==> config.mk <==
export PLATFORM = sky130hd
export DESIGN_NAME = trigger_bank
export DESIGN_NICKNAME = d
export VERILOG_FILES = /design/src/rtl/trigger_bank.sv
export SDC_FILE = /design/constraint.sdc
export NUM_CORES = 1
export LEC_CHECK = 0
export CELL_PAD_IN_SITES_DETAIL_PLACEMENT = 0
export CELL_PAD_IN_SITES_GLOBAL_PLACEMENT = 2
export CORE_MARGIN = 1.5
export CORE_UTILIZATION = 40
export DETAILED_ROUTE_END_ITERATION = 7
export PLACE_DENSITY = 0.95
export SLEW_MARGIN = 20
export SYNTH_ARGS = -nofsm -noshare
export SYNTH_HDL_FRONTEND = slang
export SYNTH_SLANG_ARGS = --single-unit
==> constraint.sdc <==
create_clock -name clock -period 7.75 [get_ports clock]
set_input_delay 1.1625 -clock clock [delete_from_list [all_inputs] [get_ports clock]]
set_output_delay 1.1625 -clock clock [all_outputs]
set_load 0.05 [all_outputs]
==> src/rtl/trigger_bank.sv <==
// Bank of NUM_TRIG one-shot price triggers evaluated against top-of-book quotes.
// Optional auto-rearm on accept is enabled by defining TRIGGER_REARM_EN.
module trigger_bank #(
  parameter int PRICE_W  = 8,
  parameter int NUM_TRIG = 4,
  parameter int IDX_W    = (NUM_TRIG > 1) ? $clog2(NUM_TRIG) : 1
) (
  input  logic                clock,
  input  logic                reset,
  input  logic                trigger_write_enable,
  input  logic [IDX_W-1:0]    trigger_write_index,
  input  logic                trigger_side,
  input  logic                trigger_direction,
  input  logic [PRICE_W-1:0]  trigger_price,
  input  logic                trigger_rearm,
  input  logic                trigger_cancel,
  input  logic [PRICE_W-1:0]  bid_price,
  input  logic [PRICE_W-1:0]  ask_price,
  input  logic                quote_valid,
  output logic                fire_valid,
  input  logic                fire_ready,
  output logic [IDX_W-1:0]    fire_index,
  output logic                fire_side,
  output logic [PRICE_W-1:0]  fire_price,
  output logic [NUM_TRIG-1:0] armed_mask,
  output logic                trigger_satisfied
);

  // Handshake: a fire transfers on any rising edge where fire_valid & fire_ready;
  // fire_* are stable while fire_valid & !fire_ready except when a lower slot
  // fires or the presented slot is rewritten/cancelled.

  typedef enum logic [1:0] {
    ST_IDLE  = 2'd0,
    ST_ARMED = 2'd1,
    ST_FIRED = 2'd2
  } slot_state_t;

  slot_state_t         r_state  [NUM_TRIG];
  logic [PRICE_W-1:0]  r_thresh [NUM_TRIG];
  logic [PRICE_W-1:0]  r_capt   [NUM_TRIG];
  logic [NUM_TRIG-1:0] r_side;
  logic [NUM_TRIG-1:0] r_dir;

`ifdef TRIGGER_REARM_EN
  logic [NUM_TRIG-1:0] r_rearm;
`else
  logic w_unused_rearm;
  assign w_unused_rearm = trigger_rearm;
`endif

  logic [PRICE_W-1:0]  w_sel [NUM_TRIG];
  logic [NUM_TRIG-1:0] w_cmp;
  logic [NUM_TRIG-1:0] w_wr_hit;
  logic [NUM_TRIG-1:0] w_cn_hit;
  logic                w_fire_valid;
  logic [IDX_W-1:0]    w_fire_idx;
  logic                w_fire_side;
  logic [PRICE_W-1:0]  w_fire_price;
  logic                w_accept;

  // Index decode by equality, so out-of-range indices match no slot.
  always_comb begin
    w_wr_hit = '0;
    w_cn_hit = '0;
    w_cmp    = '0;
    for (int i = 0; i < NUM_TRIG; i++) begin
      w_wr_hit[i] = trigger_write_enable && (trigger_write_index == IDX_W'(i));
      w_cn_hit[i] = trigger_cancel && (trigger_write_index == IDX_W'(i));
      w_sel[i]    = r_side[i] ? ask_price : bid_price;
      w_cmp[i]    = r_dir[i] ? (w_sel[i] >= r_thresh[i]) : (w_sel[i] <= r_thresh[i]);
    end
  end

  // Lowest fired slot wins: scan downward so the last hit is the lowest index.
  always_comb begin
    w_fire_valid = 1'b0;
    w_fire_idx   = '0;
    w_fire_side  = 1'b0;
    w_fire_price = '0;
    for (int i = NUM_TRIG - 1; i >= 0; i--) begin
      if (r_state[i] == ST_FIRED) begin
        w_fire_valid = 1'b1;
        w_fire_idx   = IDX_W'(i);
        w_fire_side  = r_side[i];
        w_fire_price = r_capt[i];
      end
    end
  end

  assign w_accept = w_fire_valid && fire_ready;

  always_ff @(posedge clock) begin
    if (reset) begin
      for (int i = 0; i < NUM_TRIG; i++) begin
        r_state[i]  <= ST_IDLE;
        r_thresh[i] <= '0;
        r_capt[i]   <= '0;
      end
      r_side <= '0;
      r_dir  <= '0;
`ifdef TRIGGER_REARM_EN
      r_rearm <= '0;
`endif
    end else begin
      for (int i = 0; i < NUM_TRIG; i++) begin
        if (w_wr_hit[i]) begin
          r_state[i]  <= ST_ARMED;
          r_side[i]   <= trigger_side;
          r_dir[i]    <= trigger_direction;
          r_thresh[i] <= trigger_price;
`ifdef TRIGGER_REARM_EN
          r_rearm[i]  <= trigger_rearm;
`endif
        end else if (w_cn_hit[i]) begin
          r_state[i] <= ST_IDLE;
        end else if (r_state[i] == ST_ARMED && quote_valid && w_cmp[i]) begin
          r_state[i] <= ST_FIRED;
          r_capt[i]  <= w_sel[i];
        end else if (r_state[i] == ST_FIRED && w_accept && w_fire_idx == IDX_W'(i)) begin
`ifdef TRIGGER_REARM_EN
          r_state[i] <= r_rearm[i] ? ST_ARMED : ST_IDLE;
`else
          r_state[i] <= ST_IDLE;
`endif
        end
      end
    end
  end

  always_comb begin
    armed_mask = '0;
    for (int i = 0; i < NUM_TRIG; i++) armed_mask[i] = (r_state[i] == ST_ARMED);
  end

  assign fire_valid        = w_fire_valid;
  assign fire_index        = w_fire_idx;
  assign fire_side         = w_fire_side;
  assign fire_price        = w_fire_price;
  assign trigger_satisfied = w_fire_valid;

endmodule

## After elaboration in Yosys (flattened, before gate mapping)

Memory sizes are Yosys's and may differ from the RTL's.
Index checks and enable logic that the tools add are counted.

| cells by class | value |
|---|---|
| $add $sub $neg | 0 |
| $mul | 0 |
| div/mod/pow operators | 0 |
| order comparisons | 8 |
| equal/unequal tests | 14 |
| shift-type cells | 0 |
| mux-type cells | 122 |
| bitwise logic cells | 24 |
| reduce and logical (&&, ||, !) cells | 27 |

Operators with widths:

| cell | number |
|---|---|
| 8-bit two-way mux | 16 |
| 1-bit two-way mux | 86 |
| 2-bit two-way mux | 20 |
| 8-bit >= comparator | 4 |
| 8-bit <= comparator | 4 |
| 1-bit logical AND | 25 |
| 1-bit OR | 24 |
| 2-bit equality test, second input constant | 8 |
| 2-bit by 1-bit equality test with 1-bit output, second input constant | 6 |
| 2-bit logical NOT | 2 |

| storage, ports and cells | value |
|---|---|
| flip-flop bits (word level) | 8 |
| bits in latches | 0 |
| RAM bits | 72 |
| bits in read-only memories | 0 |
| bits of input ports | 35 |
| output and inout bits | 17 |
| logic and storage cells | 206 |
| memories | 3 |

Memories:

| memory | words | width | rd ports | clocked after memory_dff | wr ports | line | text |
|---|---|---|---|---|---|---|---|
| r_capt | 4 | 8 | 4 | 0 | 4 | 41 | `logic [PRICE_W-1:0] r_capt [NUM_TRIG];` |
| r_thresh | 4 | 8 | 4 | 0 | 4 | 40 | `logic [PRICE_W-1:0] r_thresh [NUM_TRIG];` |
| r_state | 4 | 2 | 4 | 0 | 4 | 39 | `slot_state_t r_state [NUM_TRIG];` |

## Logic depth before layout (Yosys ltp)

| depth | value |
|---|---|
| depth after elaboration | 15 |
| gate-level depth with buffers | 10 |
| depth with buffers taken out | 8 |

## Worst setup path after synthesis

OpenSTA, ideal clock, no wires.

| timing path | value |
|---|---|
| kind | input to register |
| from | in ask_price[5] |
| to | mem r_capt[1][0], enable pin |
| library setup time | 375 ps |
| arrival | 3082 ps |
| data required time | 7375 ps |
| slack | 4293 ps |
| cell stages on the path | 9 |
| buffers on the path | 1 |
| cells stage by stage | mux2_2 ha_1 a211oi_1 o21bai_1 nor3_1 a211o_1 o21ai_1 buf_2 o21bai_1 |

RTL lines:

| element | line | text |
|---|---|---|
| start, declared | 18 | `input logic [PRICE_W-1:0] ask_price,` |
| end, declared | 41 |  |

==> flow_summary.ini <==
[sta]
finalCritPeriodShare_pct = 54.4
setup-violations-final = 0
clock_skew_ps = 7.26
slew_headroom_pct = 38.5
timing.fmax_ghz = 0.237
rsz0062_at_grt = false
finalMaxSlewViolations = 0
tightest_slew_ps = 920
fin_setup_tns_ps = 0
final.min_clock_period_ps = 4220
finalHoldViolCount = 0

[power]
p_per_area_nw_per_um2 = 213
switching_share_pct = 26.2
seqPwrFrac_pct = 41.8
p_int_mw = 0.904
clkPwrFrac_pct = 38.8
p_leak_nw = 2.23
pwr-share-comb_pct = 19.4
total_power_mw = 1.22
ir_worst_vdd_mv = 0.0904
switchingPower_mw = 0.321

[yosys]
synth_cell_types = 36
seq_area_frac_synth_pct = 48.6
synth_cells = 458
synth_fp_nets = 525
synth_top_flop_cell = edfxtp_1
avgSynthCellArea_um2 = 10.4
synth_edf_count = 72
synth_warnings = 0
synth-seq-cells = 80
async_flop_share_pct = 0
syn_area_um2 = 4780

[final_layout]
fill_cells = 1066
synthToLayoutAreaGrowth_pct = 20.2
final_common_cell = edfxtp_1
postLayoutCoreUtil_pct = 49.9
fin_nets = 572
drive_above_1_share_pct = 9.61
mostFrequentLayoutCells = edfxtp_1, clkdlybuf4s50_1, inv_1, nand2_1, and2_1

[floorplanning]
ios = 52
start_util_pct = 41.5
die_y_um = 112
core_area_um2 = 11500
dieWidth_um = 112
rows = 39
die_area_um2 = 12600

[cts]
cts_num_sinks = 80
clk_latency_ps = 340
clockBufferDepth = 2
htree_levels = 3
path_clk_slew_ps = 60
cts_resized = 0
numCtsBuffers = 9
post_cts_buffers = 0
cts-hold-fix-buffers = 0
cts_tree = built
clockRootBuffer = clkbuf_16

[detailed_routing]
vias = 3536
wl_um = 11700
first_iter_violations = 299
drtPass1Iterations = 8
routed_via_density = 5.41
wl_per_cell_um = 17.9
antenna_left = 0
drc = 6

[global_routing]
first_global_vias = 3466
grt_max_degree = 24
track_usage_pct = 19.4
grt_pass1_wl_um = 18100
grt_overflow = 0
antenna_found_initial = 0

[place]
port_buffers = 50
gp_congestion = 0.917
dpl.hpwl_um = 9340

[critical_path]
worst_ep_required_time_ps = 6590
end_kind = primary output
critPathMaxFanout = 12
arrival_ps = 3050
setup.worst_path.class = flip-flop to primary output
worst_setup_path_start_kind = flip-flop

[status]
violations = design-rule violations
status = finished with violations

[job]
cap_violations = 0

[worst_hold_path]
hold_path_class = flip-flop to flip-flop
## flip-flops by register name (all words and copies together), names as in the netlist
signal,cells
r_capt,32
r_dir,4
r_side,4
r_state,8
r_thresh,32
## critical path: stages (launching register included)
cell,delay [ps]
edfxtp_1,370
nor2b_1,290
nor3b_2,630
a22oi_1,190
nor2_1,160
a21oi_1,60
o21ai_0,180
clkdlybuf4s50_1,830
## layout make-up
class	instances	area [um^2]	area share (%)
antenna	1	2.50	0.0435
clock buffer	12	236	4.11
clock inverter	4	95.1	1.65
inverter	38	143	2.48
multi-input combinational	324	2250	39.2
sequential	80	2320	40.4
tap	143	179	3.11
timing repair buffer	52	515	8.97
## cell families after synthesis
| family | Yosys count | synth area share, % |
|---|---|---|
| and+or+nand+nor | 172 | 19.2 |
| AOI/OAI and AO/OA | 83 | 11.0 |
| DFF | 80 | 48.6 |
| buffers and inverters | 54 | 4.40 |
| muxes | 37 | 8.48 |
| adders and majority gates | 32 | 8.37 |
## power groups by stage
stage	registers (mW)	logic, mW	clock network [mW]
3_3_place_gp	0.519	0.230	0
3_5_place_dp	0.521	0.236	0
2_1_floorplan	0.515	0.158	0
4_1_cts	0.512	0.237	0.479
5_1_grt	0.514	0.261	0.496
6_report	0.512	0.237	0.476
## cell usage after synthesis (all sizes together), types with 4 or more instances
master / instances / share of area, %
o21bai: 6 / 0.94
nor3b: 16 / 2.5
nor3: 10 / 1.0
and2: 34 / 4.4
a22oi: 9 / 1.4
dfxtp: 8 / 3.3
nand2b: 7 / 0.92
nor2b: 18 / 2.4
nand4: 5 / 0.65
nor2: 28 / 2.2
mux2: 28 / 6.6
edfxtp: 72 / 45
a21oi: 28 / 2.9
ha: 32 / 8.4
nand3: 8 / 0.84
clkbuf: 12 / 0.94
buf: 4 / 0.47
a211o: 4 / 0.73
and3: 8 / 1.0
mux2i: 9 / 1.9
o21ai: 25 / 2.6
nand2: 36 / 2.8
inv: 38 / 3.0
## final timing paths
| path | start | endpoint | slack (ps) | depth (start not counted) |
|---|---|---|---|---|
| setup / recovery | r_state[2][1] | fire_price[0] | 3530 | 7 |
| hold / removal | r_dir[0] | r_dir[0] | 510 | 2 |
| setup reg to reg | r_side[2] | r_capt[2][7] | 4300 | 7 |
| hold reg to reg | r_dir[0] | r_dir[0] | 510 | 2 |
## stage by stage
step	std cells	cell area (um^2)	setup slack, ps	hold slack [ps]
floorplan	458	4780	4290	450
global placement	637	5410	3440	497
detailed placement	637	5410	3390	502
CTS	653	5740	3110	510
global route	653	5750	3260	548
finish	654	5750	3530	510
## per-layer routing
metal	wire length, um	track usage, %	up-vias
met5	0	0	-
met4	389	9.03	0
met3	656	3.67	32
met2	5330	30.8	129
met1	5340	25.8	1631
li1	-	-	1744
Note: power is estimated with default switching activity, not from simulation.
